===== src/rtl/uart_row_tx_if.sv =====
// Row-echo port bundle: the start request, the char-index/char-byte row read bus
// and the serial line with its status flags.
interface uart_row_tx_if;
  // start is a single-cycle request, sampled only while busy=0 (never queued).
  // charByte must be valid no later than 2 clocks after charIndex changes.
  logic       start;
  logic [3:0] charIndex;
  logic [7:0] charByte;
  logic       uartTx;
  logic       busy;
  logic       done;
  logic [2:0] stateDbg;

  modport master (
    input  start,
    input  charByte,
    output charIndex,
    output uartTx,
    output busy,
    output done,
    output stateDbg
  );

  modport slave (
    output start,
    output charByte,
    input  charIndex,
    input  uartTx,
    input  busy,
    input  done,
    input  stateDbg
  );
endinterface


===== src/rtl/uart_row_tx.sv =====
// Walks one display row through the char-index/char-byte bus and sends each
// character as UART 8N1 (LSB first), optionally followed by CR LF.
module uart_row_tx #(
  parameter int DELAY_FRAMES = 234,
  parameter int ROW_CHARS    = 16,
  parameter int APPEND_CRLF  = 1
) (
  input  logic          clk,
  input  logic          resetN,
  uart_row_tx_if.master row
);

  localparam int TOTAL_CHARS = ROW_CHARS + ((APPEND_CRLF != 0) ? 2 : 0);
  localparam int DW          = $clog2(DELAY_FRAMES);

  localparam logic [DW-1:0] DLY_LAST     = DW'(DELAY_FRAMES - 1);
  localparam logic [4:0]    ROW_CNT      = 5'(ROW_CHARS);
  localparam logic [4:0]    LAST_CHAR    = 5'(TOTAL_CHARS - 1);
  localparam logic [3:0]    LAST_ROW_IDX = 4'(ROW_CHARS - 1);

  typedef enum logic [2:0] {
    IDLE      = 3'd0,
    FETCH     = 3'd1,
    START_BIT = 3'd2,
    DATA_BITS = 3'd3,
    STOP_BIT  = 3'd4,
    DONE      = 3'd5
  } state_t;

  state_t        state,      state_n;
  logic [DW-1:0] delay_cnt,  delay_cnt_n;
  logic [2:0]    bit_idx,    bit_idx_n;
  logic [4:0]    char_count, char_count_n;
  logic          fetch_cnt,  fetch_cnt_n;
  logic [7:0]    tx_byte,    tx_byte_n;
  logic [3:0]    char_index, char_index_n;

  logic [4:0]    count_inc;
  logic          bit_end;

  assign count_inc = char_count + 5'd1;
  assign bit_end   = (delay_cnt == DLY_LAST);

  always_ff @(posedge clk or negedge resetN) begin
    if (!resetN) begin
      state      <= IDLE;
      delay_cnt  <= '0;
      bit_idx    <= '0;
      char_count <= '0;
      fetch_cnt  <= 1'b0;
      tx_byte    <= '0;
      char_index <= '0;
    end else begin
      state      <= state_n;
      delay_cnt  <= delay_cnt_n;
      bit_idx    <= bit_idx_n;
      char_count <= char_count_n;
      fetch_cnt  <= fetch_cnt_n;
      tx_byte    <= tx_byte_n;
      char_index <= char_index_n;
    end
  end

  always_comb begin
    state_n      = state;
    delay_cnt_n  = delay_cnt;
    bit_idx_n    = bit_idx;
    char_count_n = char_count;
    fetch_cnt_n  = fetch_cnt;
    tx_byte_n    = tx_byte;
    char_index_n = char_index;

    case (state)
      IDLE: begin
        if (row.start) begin
          char_count_n = '0;
          char_index_n = '0;
          fetch_cnt_n  = 1'b0;
          delay_cnt_n  = '0;
          state_n      = FETCH;
        end
      end

      // Two clocks give both combinational and registered row sources time
      // to present the byte for the current index.
      FETCH: begin
        if (!fetch_cnt) begin
          fetch_cnt_n = 1'b1;
        end else begin
          fetch_cnt_n = 1'b0;
          delay_cnt_n = '0;
          state_n     = START_BIT;
          if (char_count < ROW_CNT) begin
            tx_byte_n = row.charByte;
          end else if (char_count == ROW_CNT) begin
            tx_byte_n = 8'h0D;
          end else begin
            tx_byte_n = 8'h0A;
          end
        end
      end

      START_BIT: begin
        if (bit_end) begin
          delay_cnt_n = '0;
          bit_idx_n   = '0;
          state_n     = DATA_BITS;
        end else begin
          delay_cnt_n = delay_cnt + 1'b1;
        end
      end

      DATA_BITS: begin
        if (bit_end) begin
          delay_cnt_n = '0;
          if (bit_idx == 3'd7) begin
            state_n = STOP_BIT;
          end else begin
            bit_idx_n = bit_idx + 3'd1;
          end
        end else begin
          delay_cnt_n = delay_cnt + 1'b1;
        end
      end

      STOP_BIT: begin
        if (bit_end) begin
          delay_cnt_n  = '0;
          char_count_n = count_inc;
          if (char_count == LAST_CHAR) begin
            state_n = DONE;
          end else begin
            state_n = FETCH;
            // The index parks on the last row character while CR/LF go out.
            char_index_n = (count_inc < ROW_CNT) ? count_inc[3:0] : LAST_ROW_IDX;
          end
        end else begin
          delay_cnt_n = delay_cnt + 1'b1;
        end
      end

      DONE: begin
        state_n = IDLE;
      end

      default: begin
        state_n = IDLE;
      end
    endcase
  end

  // Line and flags decode straight from state so reset forces them at once.
  always_comb begin
    row.uartTx = 1'b1;
    if (state == START_BIT) begin
      row.uartTx = 1'b0;
    end else if (state == DATA_BITS) begin
      row.uartTx = tx_byte[bit_idx];
    end
  end

  assign row.busy      = (state == FETCH) || (state == START_BIT) ||
                         (state == DATA_BITS) || (state == STOP_BIT);
  assign row.done      = (state == DONE);
  assign row.charIndex = char_index;
  assign row.stateDbg  = state;

endmodule


===== src/flat_wrapper.sv =====
// flat-port wrapper written by rule: the top's interface ports become plain ports
module uart_row_tx_flat 
#(
  parameter int DELAY_FRAMES = 234,
  parameter int ROW_CHARS    = 16,
  parameter int APPEND_CRLF  = 1
)
  (clk, resetN, row_start, row_charByte, row_charIndex, row_uartTx, row_busy, row_done, row_stateDbg);
  uart_row_tx_if row_i ();
  input  logic clk;
  input  logic resetN;
  input wire logic [$bits(row_i.start)-1:0] row_start;
  input wire logic [$bits(row_i.charByte)-1:0] row_charByte;
  output wire logic [$bits(row_i.charIndex)-1:0] row_charIndex;
  output wire logic [$bits(row_i.uartTx)-1:0] row_uartTx;
  output wire logic [$bits(row_i.busy)-1:0] row_busy;
  output wire logic [$bits(row_i.done)-1:0] row_done;
  output wire logic [$bits(row_i.stateDbg)-1:0] row_stateDbg;
  assign row_i.start = row_start;
  assign row_i.charByte = row_charByte;
  assign row_charIndex = row_i.charIndex;
  assign row_uartTx = row_i.uartTx;
  assign row_busy = row_i.busy;
  assign row_done = row_i.done;
  assign row_stateDbg = row_i.stateDbg;
  uart_row_tx #(.DELAY_FRAMES(DELAY_FRAMES), .ROW_CHARS(ROW_CHARS), .APPEND_CRLF(APPEND_CRLF)) u_core (.clk(clk), .resetN(resetN), .row(row_i));
endmodule

===== config.mk =====
export PLATFORM = sky130hd
export DESIGN_NAME = uart_row_tx_flat
export DESIGN_NICKNAME = d
export VERILOG_FILES = /design/src/rtl/uart_row_tx_if.sv /design/src/rtl/uart_row_tx.sv /design/src/flat_wrapper.sv
export SDC_FILE = /design/constraint.sdc
export NUM_CORES = 1
export LEC_CHECK = 0
export BUFFER_PORTS_ARGS = -buffer_cell sky130_fd_sc_hd__buf_4
export CAP_MARGIN = 20
export CORE_MARGIN = 2
export CORE_UTILIZATION = 30
export CTS_BUF_LIST = sky130_fd_sc_hd__clkbuf_8
export DETAILED_ROUTE_END_ITERATION = 8
export SYNTH_ARGS = -nofsm -noshare
export SYNTH_HDL_FRONTEND = slang
export SYNTH_SLANG_ARGS = --single-unit

===== constraint.sdc =====
create_clock -name clk -period 2.5 [get_ports clk]
set_input_delay 0.625 -clock clk [delete_from_list [all_inputs] [get_ports clk]]
set_output_delay 0.625 -clock clk [all_outputs]
set_load 0.02 [all_outputs]

---- After elaboration in Yosys (flattened, before gate mapping) ----
Index checks and enable logic that the tools add are counted.
storage, ports and cells
  bits in registers ....................... 32
  logic and storage cells ................. 79
operators by class
  add/sub/neg operators ................... 3
  magnitude comparators ................... 3
  equal/unequal tests ..................... 17
  muxes and demuxes ....................... 33
  reductions and logical operators ........ 16
operator list
  operator             count
  $mux 3               11
  $mux 8               4
  $pmux 8 s3           1
  $mux 4               4
  $pmux 3 s5           1
  $eq 5x5->1 const B   2
  $lt 5x5->1 const B   2
  $mux 5               2
  $ne 2x1->1 const B   5
  $pmux 5 s2           1
  $eq 3x3->1 const B   3
  $add 8x1->8 const B  1
  $eq 8x8->1 const B   1
  $pmux 4 s2           1
  $reduce_and 4->1     2
  $eq 3x2->1 const B   2
  $ne 2x2->1 const B   3
  $pmux 3 s2           1
  $reduce_and 3->1     2
  $reduce_and 6->1     1
  $reduce_bool 2->1    3
  $add 5x1->5 const B  1
  $mux 1               5
  $lt 3x4->1 const B   1
  9 further kinds      12

---- Logic depth before layout (Yosys ltp) ----
Gate-level depths: netlist of the first run.
  word-level depth ........................ 6
  mapped depth ............................ 7
  depth with buffers taken out ............ 6

---- Worst setup path after synthesis of the first run ----
No wires, ideal clock.
  kind .................................... register to output
  from .................................... register u_core.state[2], in the netlist u_core.row.stateDbg[2]
  to ...................................... output port row_done
  data arrival time ....................... 1.738 ns
  data required time ...................... 1.875 ns
  path slack .............................. 0.137 ns
  cell stages (with the launch flop) ...... 5
  buffers on the path ..................... 3
  cells stage by stage .................... dfrtp_1 > buf_4 > clkbuf_1 > clkbuf_1 > nor3b_1
between the ends
  longest elaborated chain between the ends .. 1
ends and longest elaborated chain
  item                      line                source
  start: declaration        uart_row_tx.sv:30   state_t state, state_n;
  start signal: assignment  uart_row_tx.sv:54   state <= state_n;
  $eq 3x3->1                uart_row_tx.sv:164  assign row.done = (state == DONE);
  end: declaration          flat_wrapper.sv:17  output wire logic [$bits(row_i.done)-1:0] row_done;
Every way passes these cells.

---- Worst setup path in the final report of the first run ----
  from .................................... register u_core.bit_idx[0]
  to ...................................... output port row_uartTx
between the ends
  longest elaborated chain between the ends .. 4
ends and longest elaborated chain
  item                          line                source
  start: declaration            uart_row_tx.sv:32   logic [2:0] bit_idx, bit_idx_n;
  start signal: assignment      uart_row_tx.sv:56   bit_idx <= bit_idx_n;
  $bmux 1 s3                    uart_row_tx.sv:158  row.uartTx = tx_byte[bit_idx];
  $mux 1 (implied by the code)  uart_row_tx.sv:158
  $mux 1                        uart_row_tx.sv:157  end else if (state == DATA_BITS) begin
  $mux 1                        uart_row_tx.sv:155  if (state == START_BIT) begin
  end: declaration              flat_wrapper.sv:15  output wire logic [$bits(row_i.uartTx)-1:0] row_uartTx;
Every way passes these cells. The select of a mux whose other input is x is not followed.

==> flow_summary.toml, run 1 <==
[global_route]
antenna_found_initial = 0
grt.overflow.total = 0
grt_max_degree = 33
grt_pass1_wl_microns = 7160
grt_util_all_layers_pct = 12.8
grt_pass1_vias = 1443

[setup_path]
reg2reg_slack_ns = 0.48
critPathMaxFanout = 6
cp-end-kind = "output port"
critical_path_class = "register to output port"
cp.required_ns = 1.88
r2r-start = "u_core.row.stateDbg[0]$_DFFE_PN0P_"
arrival_ns = 1.67
startpoint_type = "register"
r2r_cells = 3
rr_endpoint = "u_core.row.charIndex[0]$_DFFE_PN0P_"

[synthesis]
syn_area_per_cell_sq_um = 9.39
syn_nets = 221
synth_edf_count = 0
synth_largest_area_cell = "dfrtp_1"
seq_area_frac_synth_pct = 42.0
netlist_instances = 203
yosys_warnings = 0
synth_top_area_share_pct = 42.0
async_flop_share_pct = 100
ys_seq_elements = 32
yosys-top-cells-area = "dfrtp_1 (42%), nand2_1 (6.3%), ha_1 (4.6%)"
synth_ff_type = "dfrtp_1"
syn-cell-area_sq_um = 1910
yosys.cell_types.count = 50

[placed_design]
place_ws_ns = 0.465
port_buffers = 20
dp_hpwl_microns = 3000
placed_area_sq_um = 2130
gp_congestion = 0.782

[clocking]
root_buffer = "clkbuf_8"
cts_buffer_depth = 2
cts_made_buffers = 5
postCtsSetupBuffers = 0
cts_resized = 0
htree_levels = 2
clock-sinks = 32
cts_tree = "done"
clk_latency_ns = 0.29
clk_pin_slew_ns = 0.08
cts_hold_buf = 0

[sta]
hold_violations = 0
hold_ws_ns = 0.270
timing.final.crit_share_pct = 91.7
slew_headroom_pct = 50.8
finalSetupViolCount = 0
fin_worst_skew_ns = 0.0113
max_freq_ghz = 0.436
rsz0062_at_grt = "false"
maxSlewViolCount = 0
fin_crit_ns = 2.29
finalWorstSetupSlack_ns = 0.208
final.setup.tns_ns = 0
worst_pin_slew_ns = 0.730

[detailed_routing]
drt-pass1-iter-count = 4
final_antenna_net_count = 0
avgViaCountPerCell = 5.10
route.vias.total = 1536
totalWireLength_microns = 4180
avgRoutedWirePerCell_microns = 13.9
drt_iter0_markers = 142
drc = 0

[final_layout]
multi_input_area_sq_um = 1030
seq_area_sq_um = 801
syn2layout_area_growth_pct = 17.3
diodes = 0
fin_util_pct = 35.8
final_area_sq_um = 2230
nets = 241
drive_gt1_share_pct = 17.9
fillers = 649
layout_common_cells = "nand2_1 (32), dfrtp_1 (32), buf_4 (24)"

[floorplanning]
io-pin-count = 21
core_area_sq_um = 6240
die_w_microns = 83.7
start_util_pct = 30.5
die_area_sq_um = 7010
die_h_microns = 83.7
rows = 29

[job]
drv_cap = 0

[power_and_ir_drop]
p_leak_nw = 1.01
power_density_nw_per_um2 = 872
ir_worst_vdd_mv = 0.355

[outcome]
status = "finished, final reports clean"

[min_path]
hold_class = "input pin to asynchronous set/reset pin"
-- layer usage --
layer / wire length [microns] / GRT usage (%)
met1: 2070 / 17.7
met4: 49 / 4.40
met2: 1930 / 19.3
met5: 0 / 0
met3: 125 / 3.26
-- cells by family after synthesis --
family,share of synthesized area (%)
compound gates,18.1
buf+inv,4.07
xor+xnor,2.30
simple gates,22.6
mux,6.30
flops,42.0
fa+ha+maj,4.60
-- synth_stat cells, drive strengths merged, types with 2 or more instances --
cell,instances
a21oi,8
a22oi,2
a31oi,4
buf,4
clkbuf,7
dfrtp,32
ha,7
inv,6
mux2,4
mux2i,3
mux4,2
nand2,32
nand2b,5
nand3,16
nand3b,2
nor2,12
nor4b,3
o211ai,2
o21ai,18
o221ai,2
o31ai,2
o32ai,2
or2,2
or3b,2
or4,3
xnor2,3
xor2,2
-- worst max-delay path by stage --
stage | from | endpoint | slack, ns | depth (start not counted)
3_5_place_dp | row_start | u_core.delay_cnt[2]$_DFFE_PN0P_ | 0.47 | 4
5_1_grt | u_core.bit_idx[0]$_DFFE_PN0P_ | row_uartTx | 0.1 | 4
4_1_cts | u_core.bit_idx[0]$_DFFE_PN0P_ | row_uartTx | 0.19 | 4
3_3_place_gp | row_start | u_core.delay_cnt[1]$_DFFE_PN0P_ | 0.50 | 4
6_report | u_core.bit_idx[0]$_DFFE_PN0P_ | row_uartTx | 0.21 | 4
2_1_floorplan | u_core.row.stateDbg[2]$_DFFE_PN0P_ | row_done | 0.14 | 4
-- registers in the layout, summed over array words and instances, names as in the netlist --
signal,cells
u_core.tx_byte,8
u_core.row.stateDbg,3
u_core.row.charIndex,4
u_core.char_count,5
u_core.fetch_cnt,1
u_core.delay_cnt,8
u_core.bit_idx,3
-- worst max-delay path, stage by stage (launching register included) --
cell      delay, ns
dfrtp_1        0.46
mux4_2         0.52
mux2i_1        0.17
o21bai_1       0.08
buf_4          0.16
-- area by class of cell --
cell class              instances  area share, %
multi-input cells             154           46.0
flip-flops and latches         32           35.8
repair buffers                 24           8.06
well taps                      77           4.31
clock buffers                   5           3.08
clock inverters                 3           1.74
inverters                       6           1.01
-- per-stage QoR --
step,instances,power [mW]
2_1_floorplan,203,1.27
3_3_place_gp,293,1.46
3_5_place_dp,293,1.47
4_1_cts,301,1.97
5_1_grt,301,2.11
6_report,301,1.95
-- power breakdown --
group / switching (mW) / internal (mW)
combinational: 0.342 / 0.276
sequential: 0.163 / 0.676
clock: 0.199 / 0.292
total: 0.704 / 1.24
Note: power is estimated with default switching activity, not from simulation.
==> inputs of run 2 (changes only) <==
--- a/config.mk
+++ b/config.mk
@@ -5,12 +5,11 @@
 export SDC_FILE = /design/constraint.sdc
 export NUM_CORES = 1
 export LEC_CHECK = 0
-export BUFFER_PORTS_ARGS = -buffer_cell sky130_fd_sc_hd__buf_4
-export CAP_MARGIN = 20
 export CORE_MARGIN = 2
 export CORE_UTILIZATION = 30
 export CTS_BUF_LIST = sky130_fd_sc_hd__clkbuf_8
 export DETAILED_ROUTE_END_ITERATION = 8
+export DONT_BUFFER_PORTS = 1
 export SYNTH_ARGS = -nofsm -noshare
 export SYNTH_HDL_FRONTEND = slang
 export SYNTH_SLANG_ARGS = --single-unit
==> flow_summary.toml, run 2 (synthesis results as in run 1) <==
[setup_path]
cp.required_ns = 1.88
critPathMaxFanout = 6
startpoint_type = "register"
cp-end-kind = "output port"
arrival_ns = 1.61
critical_path_class = "register to output port"

[detailed_routing]
route.vias.total = 1493
avgRoutedWirePerCell_microns = 14.7
totalWireLength_microns = 4170
drc = 0
drt-pass1-iter-count = 4
final_antenna_net_count = 0
avgViaCountPerCell = 5.28
drt_iter0_markers = 84

[sta]
timing.final.crit_share_pct = 89.5
slew_headroom_pct = 52.8
rsz0062_at_grt = "false"
maxSlewViolCount = 0
hold_violations = 0
max_freq_ghz = 0.447
fin_worst_skew_ns = 0.00868
finalWorstSetupSlack_ns = 0.263
fin_crit_ns = 2.24
final.setup.tns_ns = 0
finalSetupViolCount = 0
worst_pin_slew_ns = 0.701

[final_layout]
reg_top3 = "u_core.delay_cnt x8, u_core.tx_byte x8, u_core.char_count x5"
syn2layout_area_growth_pct = 9.45
nets = 223
diodes = 0
layout_common_cells = "nand2_1 (32), dfrtp_1 (32), o21ai_0 (17)"
drive_gt1_share_pct = 10.7

[clocking]
cts_hold_buf = 0
cts_resized = 0
clk_pin_slew_ns = 0.07
clk_latency_ns = 0.29
htree_levels = 2
cts_buffer_depth = 2
clock-sinks = 32
postCtsSetupBuffers = 0
cts_tree = "done"
cts_made_buffers = 5
root_buffer = "clkbuf_8"

[global_route]
grt.overflow.total = 0
grt_max_degree = 33
grt_util_all_layers_pct = 13.1
antenna_found_initial = 0
grt_pass1_wl_microns = 7330
grt_pass1_vias = 1538

[floorplanning]
io-pin-count = 21
die_h_microns = 83.7
start_util_pct = 30.5
die_area_sq_um = 7010
rows = 29
core_area_sq_um = 6240
die_w_microns = 83.7

[placed_design]
port_buffers = 0
place_ws_ns = 0.471
dp_hpwl_microns = 3000
gp_congestion = 0.783

[power_and_ir_drop]
p_leak_nw = 0.909
power_density_nw_per_um2 = 879
ir_worst_vdd_mv = 0.357

[job]
drv_cap = 0

[min_path]
hold_class = "input pin to asynchronous set/reset pin"

[outcome]
status = "finished, final reports clean"
==> run 2: cell count changes in the layout (fill, tap and decap cells not counted) <==
cell and change:
clkinvlp_4 +1, buf_4 -18, clkinv_2 -1, bufinv_16 -1, clkbuf_8 +1
==> run 2: per-stage QoR <==
step / util, % / power, mW / std cells / hold WS (ns) / area, sq um
finish: 33.4 / 1.83 / 283 / 0.0216 / 2090
global route: 33.4 / 2.00 / 283 / 0.00602 / 2090
floorplan: - / 1.27 / 203 / 0.329 / 1910
global placement: 31.9 / 1.41 / 275 / 0.331 / 1990
CTS: 33.4 / 1.85 / 283 / 0.0196 / 2090
detailed placement: 31.9 / 1.42 / 275 / 0.331 / 1990
==> run 2: routing by layer <==
metal,track usage [%],share of wire (%)
met1,16.2,45
met3,4.75,6.3
met4,5.43,1.8
met2,20.8,46
met5,0,0
==> run 2: final timing paths <==
path / end / slack (ns) / from / depth (start not counted)
max: row_uartTx / 0.26 / u_core.bit_idx[0]$_DFFE_PN0P_ / 3
min: u_core.char_count[3]$_DFFE_PN0P_ / 0.02 / resetN / 0
max reg2reg: u_core.row.charIndex[0]$_DFFE_PN0P_ / 0.46 / u_core.row.stateDbg[0]$_DFFE_PN0P_ / 3
min reg2reg: u_core.tx_byte[7]$_DFFE_PN0P_ / 0.47 / u_core.tx_byte[7]$_DFFE_PN0P_ / 2
max in group asynchronous: u_core.bit_idx[0]$_DFFE_PN0P_ / 2.40 / resetN / 0
min in group clk: u_core.tx_byte[7]$_DFFE_PN0P_ / 0.47 / u_core.tx_byte[7]$_DFFE_PN0P_ / 2
==> run 2: final cells by class <==
type,instances,area [sq um]
sequential,32,801
tap,77,96.3
multi-input combinational,154,1030
timing repair buffer,6,45.0
fill,651,4160
clock buffer,6,82.6
inverter,6,22.5
clock inverter,2,11.3
==> run 2: worst max-delay path: stages (launching register included) <==
cell,delay (ns)
dfrtp_1,0.46
mux4_2,0.53
mux2i_1,0.15
o21bai_1,0.18
==> run 2: power breakdown <==
part | switching [mW] | internal (mW)
Sequential | 0.168 | 0.676
Clock | 0.205 | 0.220
Combinational | 0.324 | 0.241
==> inputs of run 3 (changes only) <==
--- a/config.mk
+++ b/config.mk
@@ -10,6 +10,7 @@
 export CTS_BUF_LIST = sky130_fd_sc_hd__clkbuf_8
 export DETAILED_ROUTE_END_ITERATION = 8
 export DONT_BUFFER_PORTS = 1
+export PLACE_DENSITY_LB_ADDON = 0.2
 export SYNTH_ARGS = -nofsm -noshare
 export SYNTH_HDL_FRONTEND = slang
 export SYNTH_SLANG_ARGS = --single-unit
==> flow_summary.toml, run 3 (synthesis results as in run 1) <==
[clocking]
root_buffer = "clkbuf_8"
cts_hold_buf = 0
clk_pin_slew_ns = 0.07
cts_buffer_depth = 2
cts_resized = 0
htree_levels = 2
postCtsSetupBuffers = 0
clk_latency_ns = 0.28
cts_made_buffers = 5
clock-sinks = 32
cts_tree = "done"

[sta]
final.setup.tns_ns = 0
fin_crit_ns = 2.20
fin_worst_skew_ns = 0.00537
finalSetupViolCount = 0
worst_pin_slew_ns = 0.697
hold_violations = 0
maxSlewViolCount = 0
max_freq_ghz = 0.454
timing.final.crit_share_pct = 88.1
slew_headroom_pct = 53.0
rsz0062_at_grt = "false"

[global_route]
grt_util_all_layers_pct = 12.9
grt.overflow.total = 0
grt_pass1_vias = 1463
antenna_found_initial = 0
grt_pass1_wl_microns = 7350
grt_max_degree = 33

[final_layout]
fin_util_pct = 33.5
nets = 224
fillers = 664
drive_gt1_share_pct = 11.6
diodes = 0
reg_top3 = "u_core.delay_cnt x8, u_core.tx_byte x8, u_core.char_count x5"
layout_common_cells = "nand2_1 (32), dfrtp_1 (32), o21ai_0 (17)"
syn2layout_area_growth_pct = 9.78

[detailed_routing]
drc = 0
drt_iter0_markers = 92
avgViaCountPerCell = 5.21
drt-pass1-iter-count = 4
route.vias.total = 1481
final_antenna_net_count = 0
totalWireLength_microns = 4230
avgRoutedWirePerCell_microns = 14.9

[setup_path]
critical_path_class = "register to output port"
rr_endpoint = "u_core.row.charIndex[1]$_DFFE_PN0P_"
reg2reg_slack_ns = 0.63
crit_slowest_cell = "mux4_2"
cp_slowest_stage_delay_ns = 0.52
critPathMaxFanout = 6
arrival_ns = 1.58
cp-end-kind = "output port"
startpoint_type = "register"
r2r-start = "u_core.row.stateDbg[0]$_DFFE_PN0P_"
r2r_cells = 3
crit_chain = "mux4_2 > mux2i_1 > o21bai_1"
cp.required_ns = 1.88

[power_and_ir_drop]
p_leak_nw = 0.917
ir_worst_vdd_mv = 0.299
power_density_nw_per_um2 = 874

[floorplanning]
die_w_microns = 83.7
core_area_sq_um = 6240
start_util_pct = 30.5
die_h_microns = 83.7
rows = 29
io-pin-count = 21
die_area_sq_um = 7010

[job]
drv_cap = 0

[outcome]
status = "finished, final reports clean"

[placed_design]
gp_congestion = 0.775
port_buffers = 0
dp_hpwl_microns = 3130

[min_path]
hold_class = "input pin to asynchronous set/reset pin"
-- run 3: cell count changes in the layout (fill, tap and decap cells not counted), sizes merged --
cell	delta
clkinv	+2
buf	+1
clkinvlp	-1
inv	-1
-- run 3: report_power, final --
part / leakage [nW] / internal (mW) / switching [mW]
clock network: 0.0510 / 0.219 / 0.191
registers: 0.412 / 0.677 / 0.150
logic: 0.454 / 0.241 / 0.350
total: 0.917 / 1.14 / 0.691
-- run 3: cell type report --
type,count,area [sq um],area share [%]
Clock buffer,6,82.6,3.95
Sequential cell,32,801,38.3
Inverter,6,22.5,1.08
Multi-Input combinational cell,154,1030,49.1
Tap cell,77,96.3,4.61
Timing Repair Buffer,7,52.6,2.51
Clock inverter,2,10.0,0.478
-- run 3: worst max-delay path by stage --
stage                                                   from                              end  slack (ns)  cells past startpoint
after floorplan           u_core.row.stateDbg[2]$_DFFE_PN0P_                         row_done        0.14                      4
after global placement                             row_start  u_core.delay_cnt[1]$_DFFE_PN0P_        0.59                      3
after detailed placement       u_core.bit_idx[0]$_DFFE_PN0P_                       row_uartTx        0.58                      3
after CTS                      u_core.bit_idx[0]$_DFFE_PN0P_                       row_uartTx        0.26                      3
after global routing           u_core.bit_idx[0]$_DFFE_PN0P_                       row_uartTx        0.22                      3
final                          u_core.bit_idx[0]$_DFFE_PN0P_                       row_uartTx        0.30                      3
-- run 3: critical path, delay by kind of cell, from the launching register on --
| family | cells | cell delay, ns |
|---|---|---|
| AO/OA/AOI/OAI | 1 | 0.17 |
| multiplexers | 2 | 0.67 |
| flip-flops | 1 | 0.45 |
-- run 3: stage by stage --
step | setup slack, ns | total power [mW] | hold WS [ns] | cell area, sq um | instances
2_1_floorplan | 0.137 | 1.27 | 0.329 | 1910 | 203
3_3_place_gp | 0.588 | 1.43 | 0.330 | 2000 | 276
3_5_place_dp | 0.584 | 1.43 | 0.330 | 2000 | 276
4_1_cts | 0.262 | 1.86 | 0.0209 | 2090 | 284
5_1_grt | 0.217 | 1.99 | 0.00803 | 2090 | 284
6_report | 0.297 | 1.83 | 0.0316 | 2090 | 284
-- run 3: routing by layer --
layer | routed length (microns) | vias to the layer above | track usage, %
li1 | - | 742 | -
met1 | 2100 | 714 | 17.4
met2 | 1950 | 21 | 20.8
met3 | 149 | 4 | 3.17
met4 | 37 | 0 | 3.52
met5 | 0 | - | 0
